File: src/rtl/ps2_pkg.sv
// Shared constants, byte type and parity helper for the PS/2 receive path.
package ps2_pkg;

  localparam int unsigned PS2_FRAME_BITS = 11;
  localparam int unsigned PS2_START_IDX  = 0;
  localparam int unsigned PS2_PARITY_IDX = 9;
  localparam int unsigned PS2_STOP_IDX   = 10;
  localparam int unsigned PS2_CNT_W      = $clog2(PS2_FRAME_BITS);

  typedef logic [7:0] ps2_byte_t;

  // Odd parity holds when the data bits and the parity bit XOR to 1.
  function automatic logic ps2_parity_ok(input ps2_byte_t data_bits, input logic parity_bit);
    return (^data_bits) ^ parity_bit;
  endfunction

endpackage

File: src/rtl/ps2_rx_frontend_fifo.sv
// Scan-code byte FIFO; pointers carry one extra wrap bit to tell full from empty.
module ps2_byte_fifo
  import ps2_pkg::*;
#(
  parameter int unsigned FIFO_DEPTH = 8
) (
  input  logic      clock,
  input  logic      reset,
  input  logic      push,
  input  ps2_byte_t push_data,
  input  logic      pop,
  output ps2_byte_t head,
  output logic      empty,
  output logic      full
);

  localparam int unsigned AW = $clog2(FIFO_DEPTH);
  localparam int unsigned PW = AW + 1;

  logic [PW-1:0] wr_ptr;
  logic [PW-1:0] rd_ptr;
  ps2_byte_t     mem [FIFO_DEPTH];
  logic          do_pop;
  logic          do_push;

  // A pop on empty is ignored; a push on full is taken only alongside a real pop.
  always_comb begin
    empty   = (wr_ptr == rd_ptr);
    full    = (wr_ptr[AW-1:0] == rd_ptr[AW-1:0]) && (wr_ptr[AW] != rd_ptr[AW]);
    do_pop  = pop && !empty;
    do_push = push && (!full || do_pop);
    head    = mem[rd_ptr[AW-1:0]];
  end

  // Storage and pointer update.
  always_ff @(posedge clock) begin
    if (reset) begin
      wr_ptr <= '0;
      rd_ptr <= '0;
      for (int i = 0; i < int'(FIFO_DEPTH); i++) begin
        mem[i] <= '0;
      end
    end else begin
      if (do_push) begin
        mem[wr_ptr[AW-1:0]] <= push_data;
        wr_ptr              <= wr_ptr + PW'(1);
      end
      if (do_pop) begin
        rd_ptr <= rd_ptr + PW'(1);
      end
    end
  end

endmodule

File: src/rtl/ps2_rx_frontend.sv
// PS/2 device-to-host receiver: sync, frame check, timeout abort, byte FIFO.
module ps2_rx_frontend
  import ps2_pkg::*;
#(
  parameter int unsigned FIFO_DEPTH     = 8,
  parameter int unsigned TIMEOUT_CYCLES = 50000
) (
  input  logic       clock,
  input  logic       reset,
  input  logic       ps2_clk,
  input  logic       ps2_data,
  input  logic       nextdata_n,
  output logic [7:0] data,
  output logic       ready,
  output logic       overflow,
  output logic       frame_err
);

  localparam int unsigned IDLE_W = $clog2(TIMEOUT_CYCLES + 1);

  logic [1:0]                clk_sync;
  logic [1:0]                dat_sync;
  logic                      clk_prev;
  logic                      nd_prev;
  logic [PS2_FRAME_BITS-2:0] shreg;
  logic [PS2_CNT_W-1:0]      bit_cnt;
  logic [IDLE_W-1:0]         idle_cnt;

  logic                      fall;
  logic                      last_bit;
  logic [PS2_FRAME_BITS-1:0] frame;
  logic                      frame_ok;
  logic                      byte_valid;
  logic                      pop_req;
  logic                      pop_eff;
  logic                      fifo_empty;
  logic                      fifo_full;
  ps2_byte_t                 fifo_head;

  // Edge detection, frame assembly and validity of the frame ending this cycle.
  always_comb begin
    fall       = clk_prev && !clk_sync[1];
    last_bit   = fall && (bit_cnt == PS2_CNT_W'(PS2_STOP_IDX));
    frame      = {dat_sync[1], shreg};
    frame_ok   = !frame[PS2_START_IDX] && frame[PS2_STOP_IDX] &&
                 ps2_parity_ok(frame[8:1], frame[PS2_PARITY_IDX]);
    byte_valid = last_bit && frame_ok;
    pop_req    = !nd_prev && nextdata_n;
    pop_eff    = pop_req && !fifo_empty;
  end

  // Synchronizers, shifter, bit counter, idle timeout, error pulse and sticky overflow.
  always_ff @(posedge clock) begin
    if (reset) begin
      clk_sync  <= 2'b11;
      dat_sync  <= 2'b11;
      clk_prev  <= 1'b1;
      nd_prev   <= 1'b1;
      shreg     <= '0;
      bit_cnt   <= '0;
      idle_cnt  <= '0;
      frame_err <= 1'b0;
      overflow  <= 1'b0;
    end else begin
      clk_sync  <= {clk_sync[0], ps2_clk};
      dat_sync  <= {dat_sync[0], ps2_data};
      clk_prev  <= clk_sync[1];
      nd_prev   <= nextdata_n;
      frame_err <= 1'b0;
      if (fall) begin
        idle_cnt <= '0;
        if (last_bit) begin
          bit_cnt   <= '0;
          frame_err <= !frame_ok;
        end else begin
          shreg   <= {dat_sync[1], shreg[PS2_FRAME_BITS-2:1]};
          bit_cnt <= bit_cnt + PS2_CNT_W'(1);
        end
      end else if (bit_cnt != '0) begin
        if (idle_cnt == IDLE_W'(TIMEOUT_CYCLES - 1)) begin
          bit_cnt   <= '0;
          idle_cnt  <= '0;
          frame_err <= 1'b1;
        end else begin
          idle_cnt <= idle_cnt + IDLE_W'(1);
        end
      end
      if (pop_eff) begin
        overflow <= 1'b0;
      end else if (byte_valid && fifo_full) begin
        overflow <= 1'b1;
      end
    end
  end

  ps2_byte_fifo #(
    .FIFO_DEPTH(FIFO_DEPTH)
  ) u_fifo (
    .clock    (clock),
    .reset    (reset),
    .push     (byte_valid),
    .push_data(frame[8:1]),
    .pop      (pop_req),
    .head     (fifo_head),
    .empty    (fifo_empty),
    .full     (fifo_full)
  );

  assign data  = fifo_head;
  assign ready = !fifo_empty;

endmodule

File: config.mk
export PLATFORM = sky130hd
export DESIGN_NAME = ps2_rx_frontend
export DESIGN_NICKNAME = d
export VERILOG_FILES = /design/src/rtl/ps2_pkg.sv /design/src/rtl/ps2_rx_frontend_fifo.sv /design/src/rtl/ps2_rx_frontend.sv
export SDC_FILE = /design/constraint.sdc
export NUM_CORES = 1
export LEC_CHECK = 0
export ABC_CLOCK_PERIOD_IN_PS = 4600
export BUFFER_PORTS_ARGS = -buffer_cell sky130_fd_sc_hd__buf_2
export CAP_MARGIN = 20
export CORE_MARGIN = 4
export CORE_UTILIZATION = 30
export DETAILED_ROUTE_END_ITERATION = 7
export GPL_ROUTABILITY_DRIVEN = 1
export SLEW_MARGIN = 20
export SYNTH_ARGS = -nofsm -noshare
export SYNTH_HDL_FRONTEND = slang
export SYNTH_SLANG_ARGS = --single-unit
File: constraint.sdc
create_clock -name clock -period 4.6 [get_ports clock]
set_input_delay 0.23 -clock clock [delete_from_list [all_inputs] [get_ports clock]]
set_output_delay 0.23 -clock clock [all_outputs]
set_load 0.1 [all_outputs]
-- Word-level counts from Yosys, hierarchy flattened
Memory sizes are Yosys's and may differ from the RTL's. A register that Yosys moved wholly into a read port is not among the register bits.
Index checks and enable logic that the tools add are counted.
- flip-flop bits (word level): 46
- bits in writable memories: 64
- input bits: 5
- output and inout bits: 11
- memories kept: 1
- memory list (memory ; depth ; bits a word ; read ports ; clocked after Yosys merged registers in ; write ports ; RTL line ; RTL):
    u_fifo.mem ; 8 ; 8 ; 1 ; 1 ; 8 ; ps2_rx_frontend_fifo.sv:22 ; ps2_byte_t mem [FIFO_DEPTH];
- add/subtract/negate cells: 4
- equal/unequal tests: 5
- mux-type cells: 19
- bitwise logic cells: 2
- reductions and logical operators: 26
- operator list (operator ; number):
    $add 16x1->16 const B ; 1
    $eq 16x16->1 const B ; 1
    $mux 16 ; 1
    $mux 4 ; 4
    $add 4x1->4 const B ; 3
    $logic_and 1x1->1 ; 10
    $mux 1 ; 10
    $mux 3 ; 3
    $mux 8 ; 1
    $reduce_or 8->1 ; 1
    $reduce_xor 8->1 ; 1
    $logic_not 1->1 ; 6
    $eq 4x4->1 ; 1
    $eq 4x4->1 const B ; 1
    $reduce_and 2->1 ; 2
    $reduce_bool 2->1 ; 2
    $reduce_bool 4->1 ; 1
    $reduce_or 2->1 ; 2
    $eq 3x3->1 ; 1
    $logic_or 1x1->1 ; 1
    $ne 1x1->1 ; 1
    $not 1->1 ; 1
    $xor 1x1->1 ; 1

-- Logic depth before layout (Yosys ltp)
- word-level depth: 10
- mapped depth: 8
- depth with buffers taken out: 7

-- By module
From an unflattened synthesis, not the netlist that was laid out.
- cells, all modules: 467
- area, all modules: 5252.5 um2
- modules (own cells, without submodules) (module ; times used ; cells each ; area an instance (um2)):
    ps2_byte_fifo ; 1 ; 270 ; 3542.1
    ps2_rx_frontend ; 1 ; 197 ; 1710.4

-- Worst setup path before layout
Ideal clock, no wire load.
- path kind: flip-flop to flip-flop
- from: register shreg[4]
- to: memory u_fifo.mem[0][0] (netlist bit), enable pin
- library setup time: 0.398 ns
- arrival: 2.468 ns
- setup slack: 1.734 ns
- stages on the path, launching flop included: 6
- cells stage by stage: dfxtp_1 -> xnor2_1 -> xnor3_2 -> xnor2_4 -> nand3_4 -> o41ai_1
- RTL lines (what ; RTL line ; RTL):
    from (decl) ; ps2_rx_frontend.sv:25 ; logic [PS2_FRAME_BITS-2:0] shreg;
    from (signal assigned) ; ps2_rx_frontend.sv:76 ; shreg <= {dat_sync[1], shreg[PS2_FRAME_BITS-2:1]};
    to (decl) ; ps2_rx_frontend_fifo.sv:22 ;

==> results.ini <==
[floorplanning]
die_area_um2 = 19900
die_y_um = 141
fp-row-count = 48
dieWidth_um = 141
io_pins = 16
start_util_pct = 30.6
core_um2 = 17400

[route]
vias = 3407
avgViaCountPerCell = 4.85
drc = 0
drtIter0Drc = 206
ant_nets = 0
dr.pass1.iters = 5
drt_wl_total_mm = 11.2
wl_per_cell_um = 15.9

[synthesis]
syn_area_um2 = 5310
seq_area_frac_synth_pct = 54.6
syn_nets = 464
synthCells = 453
synth_seq_cells = 113
synth_cell_types = 50
yosys_warnings = 0
avgSynthCellArea_um2 = 11.7

[flow_run]
maxCapViolCount = 0

[setup_path]
crit_required_ps = 4630
endpoint_kind = flip-flop
crit_arrival_ps = 3060
critical_path_class = reg -> reg
cp_max_fo = 18
crit_path_start_kind = flip-flop

[timing]
hold_viol = 0
slew_violations = 0
relSlewSlack_pct = 31.2
tightest_slew_ps = 1030
fin_crit_sh_pct = 65.8
clock_skew_ps = 11.4
rsz0062_at_grt = no
period_needed_ps = 3030
setup-violations-final = 0
finalSetupTns_ps = 0
max_freq_ghz = 0.330

[placement]
port_buffers = 15
place_hpwl_mm = 7.64
dp.cells = 669
gp_congestion = 0.788

[cts]
cts_buffers = 17
cts.sinks = 113
cts_tree = done
clock_path_buffers = 2
clk_latency_ps = 410
htree_levels = 4
cts_resized = 0
ctsRootBufferMaster = clkbuf_16
clkTransAtPathRegs_ps = 50

[layout]
antenna_cells = 0
n_fill_cell = 1684
fin_cells = 703
syn_to_final_growth_pct = 17.0
final_layout_size_suffix_gt1_share_pct = 25.1
finalNetCount = 476
finish.utilization_pct = 35.8
final_cell_mix = nor2_1, edfxtp_1, nand2_1, dfxtp_1, nor3_2
multi_input_area_um2 = 2310
ff_latch_area_um2 = 2900
final_common_cell = nor2_1

[global_route]
grt_max_degree = 35
antenna_found_initial = 0
grt_pass1_wl_mm = 18.4
track_usage_pct = 11.9
grt-ovfl-total = 0
grt_pass1_vias = 3510

[run_status]
status = finished clean

[pwr]
ir_worst_vdd_uv = 242
power_density_nw_per_um2 = 401
p_leak_nw = 1.94

[hold_path]
hold_class = in -> reg

[per-stage QoR]
step	area (µm²)	total power [mW]	hold slack (ps)	worst slack [ps]
5_1_grt	6220	2.57	24.9	1430
3_3_place_gp	5570	1.21	393	1470
3_5_place_dp	5570	1.21	398	1380
6_report	6220	2.49	28.9	1570
2_1_floorplan	5310	1.19	334	1730
4_1_cts	6180	2.51	13.1	1370
[kinds of logic (layout without fill, tap and decap cells)]
logic type                 Yosys count  after routing  share of synthesized area [%]
and+or+nand+nor                    209            209                           22.2
DFF                                113            113                           54.6
AOI/OAI and AO/OA                   38             38                           4.40
buffers and inverters               31             56                           2.73
xor gates and xnor gates            29             29                           5.56
muxes                               27             27                           9.09
adders and majority gates            6              6                           1.41
[path summary, 6_finish.rpt]
path,from,to,slack (ps),cells after the start
worst max-delay path,u_fifo.wr_ptr[0],u_fifo.mem[6][1],1570,5
worst min-delay path,nextdata_n,nd_prev,30,2
worst max register to register,u_fifo.wr_ptr[0],u_fifo.mem[6][1],1570,5
worst min register to register,dat_sync[0],dat_sync[1],410,1
[critical path, stage by stage (launching register included)]
cell and delay (ps):
dfxtp_1 780, xnor2_1 210, and3_1 250, a21boi_2 480
nand3_4 230, o31ai_2 710
[registers in the layout, summed over array words and instances (netlist names), named ones only]
register,cells
clk_sync,2
u_fifo.rd_ptr,4
u_fifo.mem,64
clk_prev,1
nd_prev,1
u_fifo.wr_ptr,4
frame_err,1
dat_sync,2
bit_cnt,4
idle_cnt,16
shreg,10
overflow,1
[power breakdown]
| part | internal [mW] | switching, mW |
|---|---|---|
| Sequential | 1.10 | 0.0110 |
| Combinational | 0.0256 | 0.0582 |
| Clock | 0.860 | 0.441 |
| Total | 1.98 | 0.510 |
[cell usage after synthesis (all sizes together)]
library cell	n	area (µm²)
a22oi	1	7.51
o21a	1	7.51
a21boi	2	18.8
mux4	16	360
a21oi	20	100
a31oi	1	6.26
inv	5	18.8
xnor3	1	23.8
or3	3	18.8
nor2b	7	43.8
and4b	1	10.0
buf	10	65.1
nand3	14	82.6
dfxtp	49	981
nor2	66	248
nand4	9	101
a2111o	1	11.3
o31ai	3	22.5
nand2b	4	25.0
or3b	1	8.76
xor2	13	114
o2111ai	1	8.76
and3	4	25.0
o41ai	2	17.5
o21ai	5	25.0
nor4	1	6.26
mux2	10	113
clkbuf	16	61.3
nor3	33	305
and4	1	8.76
nand2	50	188
or2	7	43.8
a211o	1	8.76
nand3b	2	15.0
ha	6	75.1
edfxtp	64	1920
nor4b	2	17.5
nor3b	3	22.5
xnor2	15	158
and3b	1	8.76
mux2i	1	10.0
[cell type report]
type,count,area share (%)
Sequential cell,113,46.7
Multi-Input combinational cell,309,37.2
Clock buffer,21,7.24
Tap cell,225,4.53
Clock inverter,11,2.23
Timing Repair Buffer,19,1.77
Inverter,5,0.302
[metal layers]
layer	vias up	track usage, %	routed length (µm)
met5	-	0	0
met4	0	4.23	182
met3	12	3.83	523
met2	83	19.4	5490
met1	1666	14.9	4970
li1	1646	-	-
[repair_timing]
item                      in CTS  in global routing
hold buffers                   2                  0
hold endpoints to repair       2                  0
setup buffers                  0                  0
(Power assumes the default switching activity.)
